==> src/rtl/dec_n_onehot_seq_pkg.sv <==
// Shared types and helpers for the dec_n_onehot_seq decoder: FSM state
// encoding, mode constants and a constant-foldable ceil(log2) helper.
package dec_pkg;

  typedef enum logic [1:0] {
    IDLE   = 2'b00,
    DIRECT = 2'b01,
    SCAN   = 2'b10
  } state_e;

  localparam logic MODE_DIRECT = 1'b0;
  localparam logic MODE_SCAN   = 1'b1;

  function automatic int clog2(input int value);
    int r;
    r = 0;
    for (int i = 0; i < 31; i++) begin
      if ((1 << i) < value) r = i + 1;
    end
    return r;
  endfunction

endpackage

==> src/rtl/dec_n_onehot_seq_scan_ctr.sv <==
// Scan sequencer: dwell counter plus wrap-around index counter. idx/wrap are
// the values for the coming cycle, so the parent can register them directly.
module dec_scan_ctr
  import dec_pkg::*;
#(
  parameter int SEL_W   = 3,
  parameter int NUM_OUT = 8,
  parameter int DWELL   = 1
) (
  input  logic             clk,
  input  logic             rst,
  input  logic             run,
  input  logic             restart,
  output logic [SEL_W-1:0] idx,
  output logic             wrap
);

  localparam int CNT_W = clog2(DWELL) + 1;
  localparam logic [SEL_W-1:0] LAST_IDX = SEL_W'(NUM_OUT - 1);
  localparam logic [CNT_W-1:0] LAST_CNT = CNT_W'(DWELL - 1);

  logic [SEL_W-1:0] idx_q;
  logic [CNT_W-1:0] cnt_q;
  logic [CNT_W-1:0] cnt_d;

  // Anything other than a continuing scan parks both counters at zero, so a
  // restart and an idle parent look identical to the sequencer.
  always_comb begin
    idx   = '0;
    cnt_d = '0;
    wrap  = 1'b0;
    if (run && !restart) begin
      if (cnt_q == LAST_CNT) begin
        if (idx_q == LAST_IDX) wrap = 1'b1;
        else                   idx  = idx_q + SEL_W'(1);
      end else begin
        idx   = idx_q;
        cnt_d = cnt_q + CNT_W'(1);
      end
    end
  end

  always_ff @(posedge clk) begin
    if (rst) begin
      idx_q <= '0;
      cnt_q <= '0;
    end else begin
      idx_q <= idx;
      cnt_q <= cnt_d;
    end
  end

endmodule

==> src/rtl/dec_n_onehot_seq.sv <==
// Registered SEL_W -> NUM_OUT one-hot decoder with direct and scan modes.
// Define DEC_STICKY_ERR_EN for a sticky range_err cleared by err_clr.
module dec_n_onehot_seq
  import dec_pkg::*;
#(
  parameter int SEL_W   = 3,
  parameter int NUM_OUT = 8,
  parameter int DWELL   = 1
) (
  input  logic               clk,
  input  logic               rst,
  input  logic               enable,
  input  logic               mode,
  input  logic [SEL_W-1:0]   sel,
  input  logic               sel_valid,
`ifdef DEC_STICKY_ERR_EN
  input  logic               err_clr,
`endif
  output logic [NUM_OUT-1:0] dec_out,
  output logic               out_valid,
  output logic               range_err,
  output logic [SEL_W-1:0]   scan_idx,
  output logic               scan_wrap
);

  state_e           state;
  state_e           state_nxt;
  logic [SEL_W-1:0] ctr_idx;
  logic             ctr_wrap;
  logic             scan_run;
  logic             scan_restart;
  logic             sel_in_range;
  logic             err_set;

  function automatic logic [NUM_OUT-1:0] onehot(input logic [SEL_W-1:0] i);
    logic [NUM_OUT-1:0] oh;
    oh = '0;
    for (int k = 0; k < NUM_OUT; k++) oh[k] = (int'(i) == k);
    return oh;
  endfunction

  always_comb begin
    state_nxt = IDLE;
    if (enable) state_nxt = (mode == MODE_SCAN) ? SCAN : DIRECT;
  end

  assign scan_run     = (state_nxt == SCAN) && (state == SCAN);
  assign scan_restart = (state_nxt == SCAN) && (state != SCAN);
  assign sel_in_range = int'(sel) < NUM_OUT;
  assign err_set      = (state_nxt == DIRECT) && sel_valid && !sel_in_range;

  dec_scan_ctr #(
    .SEL_W  (SEL_W),
    .NUM_OUT(NUM_OUT),
    .DWELL  (DWELL)
  ) u_scan_ctr (
    .clk    (clk),
    .rst    (rst),
    .run    (scan_run),
    .restart(scan_restart),
    .idx    (ctr_idx),
    .wrap   (ctr_wrap)
  );

  // Outputs follow the state being entered, so a mode change takes effect
  // on the same edge that samples it.
  always_ff @(posedge clk) begin
    if (rst) begin
      state     <= IDLE;
      dec_out   <= '0;
      out_valid <= 1'b0;
      scan_idx  <= '0;
      scan_wrap <= 1'b0;
    end else begin
      state <= state_nxt;
      case (state_nxt)
        DIRECT: begin
          scan_idx  <= '0;
          scan_wrap <= 1'b0;
          if (sel_valid) begin
            dec_out   <= sel_in_range ? onehot(sel) : '0;
            out_valid <= sel_in_range;
          end
        end
        SCAN: begin
          dec_out   <= onehot(ctr_idx);
          out_valid <= 1'b1;
          scan_idx  <= ctr_idx;
          scan_wrap <= ctr_wrap;
        end
        default: begin
          dec_out   <= '0;
          out_valid <= 1'b0;
          scan_idx  <= '0;
          scan_wrap <= 1'b0;
        end
      endcase
    end
  end

`ifdef DEC_STICKY_ERR_EN
  // A new error in the same cycle as err_clr must not be lost.
  always_ff @(posedge clk) begin
    if (rst) range_err <= 1'b0;
    else     range_err <= err_set | (range_err & ~err_clr);
  end
`else
  always_ff @(posedge clk) begin
    if (rst) begin
      range_err <= 1'b0;
    end else if (state_nxt == DIRECT) begin
      if (sel_valid) range_err <= err_set;
    end else begin
      range_err <= 1'b0;
    end
  end
`endif

endmodule

==> config.mk <==
export PLATFORM = sky130hd
export DESIGN_NAME = dec_n_onehot_seq
export DESIGN_NICKNAME = d
export VERILOG_FILES = /design/src/rtl/dec_n_onehot_seq_pkg.sv /design/src/rtl/dec_n_onehot_seq_scan_ctr.sv /design/src/rtl/dec_n_onehot_seq.sv
export SDC_FILE = /design/constraint.sdc
export NUM_CORES = 1
export LEC_CHECK = 0
export ABC_AREA = 1
export CAP_MARGIN = 20
export CORE_MARGIN = 2
export CORE_UTILIZATION = 45
export DETAILED_ROUTE_END_ITERATION = 7
export PLACE_DENSITY = 0.78
export SYNTH_ARGS = -nofsm -noshare
export SYNTH_HDL_FRONTEND = slang
export SYNTH_SLANG_ARGS = --single-unit
==> constraint.sdc <==
create_clock -name clk -period 1.6 [get_ports clk]
set_input_delay 0.16 -clock clk [delete_from_list [all_inputs] [get_ports clk]]
set_output_delay 0.16 -clock clk [all_outputs]
set_load 0.1 [all_outputs]
Word level (Yosys, flattened, before mapping) --
Index checks and enable logic that the tools add are counted.
Word-level totals: bits of input ports 8, output and inout port bits 14, flip-flop bits (word level) 19, word-level logic and storage cells 51
Cells by class: equality and inequality tests 20, add/sub/neg operators 2, reduce and logical (&&, ||, !) cells 9, mux-type cells 10, bitwise gates (word level) 3
Operators by type and width (number):
- 3-bit == test, second input constant | 9
- 8-bit one-hot mux with 2 select lines | 1
- 3-bit by 2-bit == test with 1-bit output, second input constant | 4
- 3-bit 2-to-1 mux | 3
- 8-bit 2-to-1 mux | 1
- 3-bit by 1-bit == test with 1-bit output, second input constant | 2
- 3-bit zero test | 2
- 2-bit == test, second input constant | 2
- 2-bit 2-to-1 mux | 2
- 2-bit != test, second input constant | 2
- 4-bit OR reduction | 1
- 3-bit by 1-bit adder with 3-bit output, second input constant | 1
- 1-bit logical AND | 3
- 1-bit NOT | 3
- 3-bit OR reduction | 1
- 2-bit by 1-bit == test with 1-bit output, second input constant | 1
- 1-bit 2-to-1 mux | 2
- 1-bit one-hot mux with 2 select lines | 1
- 2-bit OR reduction | 1
- 1-bit adder, second input constant | 1
- 1-bit zero test | 1

Logic depth before layout (Yosys ltp) --
word-level depth 9, mapped depth 9, mapped depth without buffers 9

Cells and area by module --
Synthesis repeated with hierarchy kept, for this count alone.
Unflattened totals: cells, all modules 131, area total of the unflattened synthesis 899.6 um^2
By module, submodules not included:
- dec_n_onehot_seq | instances 1, sequential area each 300.3 um^2, area each 695.7 um^2, cells an instance 99
- dec_scan_ctr | instances 1, sequential area each 80.1 um^2, area each 203.9 um^2, cells an instance 32

Worst setup path before layout --
OpenSTA, ideal clock, no wires.
kind register -> register, start point register u_scan_ctr.idx_q[0], end point register dec_out[3], clock period less this slack 1425 ps, arrival time 1358 ps, buffers on the path 0, slack 175 ps, stages on the path, launching flop included 10, library setup time 67 ps, cells stage by stage dfxtp_1 ha_1 ha_1 nand2_1 nand2_1 nand2_4 nand2_1 nor2_1 nand3_1 a21oi_2
On the way: word-level cells in the longest chain between the ends 6, elaborated cells between the ends (all ways) 7
Ends and longest elaborated chain:
- from (decl) | line dec_n_onehot_seq_scan_ctr.sv:22 | logic [SEL_W-1:0] idx_q;
- from (signal assigned) | line dec_n_onehot_seq_scan_ctr.sv:48 | idx_q <= idx;
- 3-bit by 1-bit adder with 3-bit output / 3-bit == test (equally long branches) | line dec_n_onehot_seq_scan_ctr.sv:35, dec_n_onehot_seq_scan_ctr.sv:34
- 3-bit 2-to-1 mux | line dec_n_onehot_seq_scan_ctr.sv:34 | if (idx_q == LAST_IDX) wrap = 1'b1;
- 3-bit 2-to-1 mux * | line dec_n_onehot_seq_scan_ctr.sv:33 | if (cnt_q == LAST_CNT) begin
- 3-bit 2-to-1 mux * | line dec_n_onehot_seq_scan_ctr.sv:32 | if (run && !restart) begin
- 3-bit == test * | line dec_n_onehot_seq.sv:38 | for (int k = 0; k < NUM_OUT; k++) oh[k] = (int'(i) == k);
- 8-bit one-hot mux with 2 select lines * | line dec_n_onehot_seq.sv:76 | case (state_nxt)
- to (signal assigned) | line dec_n_onehot_seq.sv:81 | dec_out <= sel_in_range ? onehot(sel) : '0;
- to (signal assigned) | line dec_n_onehot_seq.sv:86 | dec_out <= onehot(ctr_idx);
- to (decl) | line dec_n_onehot_seq.sv:19 | output logic [NUM_OUT-1:0] dec_out,
Mark *: on every way between the ends. The rest lies on a longest branch, timed or not. A chain may end at the register's enable or synchronous reset.

Final worst setup path --
start point register u_scan_ctr.idx_q[0], end point register dec_out[2]
The elaborated chain is that of the path after synthesis.

==> flow_metrics.tcl <==
set metrics [dict create \
    hp-start "out_valid" \
    p_per_area_nw_per_um2 754 \
    whs_ns 0.513 \
    io_buffers 20 \
    first_pass_iters 4 \
    timing.critical_path.slowest_cell_delay_ns 0.35 \
    worst_path_max_delay_cell "dfxtp_2" \
    clk_path_buf_depth 2 \
    final.min_clock_period_ns 1.60 \
    synth_top_cell_by_area "dfxtp_1" \
    clk_latency_ns 0.31 \
    crit_chain "ha_2 -> ha_1 -> nand2_1 -> nand2_2 -> nand2_4 -> nand2_4 -> nor2_4 -> nand2_2 -> a21oi_2" \
    cp-end-kind "flip-flop" \
    track_usage_pct 17.1 \
    core_sq_um 1690 \
    synthDistinctLibCells 23 \
    place_hpwl_um 1220 \
    syn_to_final_growth_pct 54.9 \
    worst_ep_required_time_ns 1.84 \
    syn_inst 99 \
    die_h_um 45.8 \
    critPathBufInv 0 \
    power_frac_comb_pct 19.1 \
    drtIter0Drc 25 \
    h-tree-depth 1 \
    r2r-start "u_scan_ctr.idx_q[0]" \
    start_util_pct 46.5 \
    total_power_uw 918 \
    cp_max_fo 5 \
    fin_cells 141 \
    layout-drive-gt1-share_pct 30.6 \
    route.detailed.drc 0 \
    synthTopCellsByArea "dfxtp_1 48%, nand2_1 12%, nor2_1 6.2%" \
    clk_pin_slew_ns 0.11 \
    antenna_left 0 \
    max_freq_mhz 627 \
    layout.cells.most_common_list "23 x nand2_1, 17 x dfxtp_1, 13 x buf_12" \
    cts_tree "built" \
    netlist_area_sq_um 786 \
    grt_overflow_total 0 \
    mostFrequentLayoutCell "nand2_1" \
    clock_sinks 19 \
    pwr-share-seq_pct 53.5 \
    rows 15 \
    die_x_um 45.8 \
    drt_wl_total_um 1950 \
    seq_area_frac_synth_pct 48.4 \
    crit_start "u_scan_ctr.idx_q[0]" \
    gp_congestion 0.830 \
    fin_crit_sh_pct 99.7 \
    vias 767 \
    grt_pass1_wl_um 2470 \
    cts-root-buf "clkbuf_4" \
    hp-class "flip-flop to flip-flop" \
    grt_pass1_vias 611 \
    n_antenna_cell 0 \
    status "complete, no violations" \
    p_int_uw 640 \
    p_leak_uw 0.000504 \
    yosysTopAreaCellShare_pct 48.4 \
    critPathTopFamily "simple AND/OR/NAND/NOR gates" \
    synth_warnings 0 \
    power_switching_uw 278 \
    hold_buffers 0 \
    finalHoldViolCount 0 \
    placed_cells 135 \
    ys_seq_elements 19 \
    cap_violations 0 \
    finalSetupTns_ns 0 \
    finClkSkew_ns 0.00662 \
    wire_per_inst_um 13.8 \
    crit_type "flip-flop to flip-flop" \
    antenna_found_initial 0 \
    grt_start_max_net_pins 12 \
    swShare_pct 30.3 \
    fin_util_pct 72.1 \
    clkPwrFrac_pct 27.4 \
    vias_per_cell 5.44 \
    slew_violations 0 \
    ir_worst_vdd_v 0.000550 \
    start_kind "flip-flop" \
    critPathArrivalTime_ns 1.84 \
    nFillCells 127 \
    cts_inserted_buffers 3 \
    fin_nets 135 \
    die-area_sq_um 2100 \
    avgSynthCellArea_sq_um 7.94 \
    setup_viol 0 \
    io_pins 22 \
]
[per-layer routing]
layer / up-vias / GRT usage [%] / wire, um
met5: - / 0 / 0
met4: 0 / 8.57 / 57
met3: 9 / 5.16 / 142
met2: 45 / 28.7 / 986
met1: 350 / 19.4 / 761
li1: 363 / - / -
[sequential cells by signal, summed over array words and instances, names as in the netlist]
| signal | cells |
|---|---|
| state | 2 |
| scan_idx | 3 |
| scan_wrap | 1 |
| u_scan_ctr.idx_q | 3 |
| u_scan_ctr.cnt_q | 1 |
| out_valid | 1 |
| dec_out | 8 |
[power groups by stage]
stage / registers (uW) / clock network (uW) / logic, uW
2_1_floorplan: 545 / 0 / 61.0
3_3_place_gp: 502 / 0 / 160
3_5_place_dp: 502 / 0 / 162
4_1_cts: 491 / 238 / 164
5_1_grt: 493 / 266 / 183
6_report: 492 / 252 / 175
[final timing paths]
kind	to	slack (ns)	cells past startpoint
max	dec_out[2]	0.005	9
min	out_valid	0.51	2
max reg2reg	dec_out[2]	0.005	9
min reg2reg	out_valid	0.51	2
[kinds of logic (layout without fill, tap and decap cells)]
family          after synthesis  after routing  synth area share (%)
buf+inv                      11             35                  5.73
flops                        19             19                  48.4
simple gates                 52             52                  30.6
compound gates               14             14                  11.6
fa+ha+maj                     2              2                  3.18
other cells                   1              2                 0.477
[Yosys cell counts]
cell and n:
nand2_4 2, nand4_1 1, nand3_1 5, nor4_1 2, o21bai_1 1, nand2_1 26
buf_4 1, clkinv_1 1, a21oi_2 1, dfxtp_1 19, nand2_2 1, nand3_2 1
a21oi_1 9, o21ai_2 1, o21ai_0 1, clkbuf_1 1, ha_1 2, conb_1 1
nor2_1 13, a21oi_4 1, buf_1 1, inv_1 7, nor2_4 1
[stage by stage]
stage / worst slack (ns) / instance area, sq um
6_report: 0.00492 / 1220
5_1_grt: -0.0680 / 1220
4_1_cts: 0.00560 / 1160
3_5_place_dp: -0.0533 / 1130
3_3_place_gp: 0.0126 / 1130
2_1_floorplan: 0.175 / 790
[worst reg2reg max path, cell delays in order (launching register included)]
cell	delay, ns
dfxtp_2	0.35
ha_2	0.18
ha_1	0.28
nand2_1	0.08
nand2_2	0.07
nand2_4	0.11
nand2_4	0.07
nor2_4	0.16
nand2_2	0.09
a21oi_2	0.15
[area by class of cell]
| cell class | count | area (sq um) | share of cell area (%) |
|---|---|---|---|
| tap | 17 | 21.3 | 1.75 |
| clock buffer | 4 | 26.3 | 2.16 |
| timing repair buffer | 23 | 353 | 29.0 |
| multi-input combinational | 70 | 404 | 33.2 |
| inverter | 8 | 30.0 | 2.47 |
| sequential | 19 | 383 | 31.4 |
[what timing repair did]
item,CTS,global route
setup endpoints to repair,3,4
pin swaps,0,4
resized for setup,1,13
endpoints found under the hold margin,0,0
buffers inserted,0,2
(Power assumes the default switching activity.)
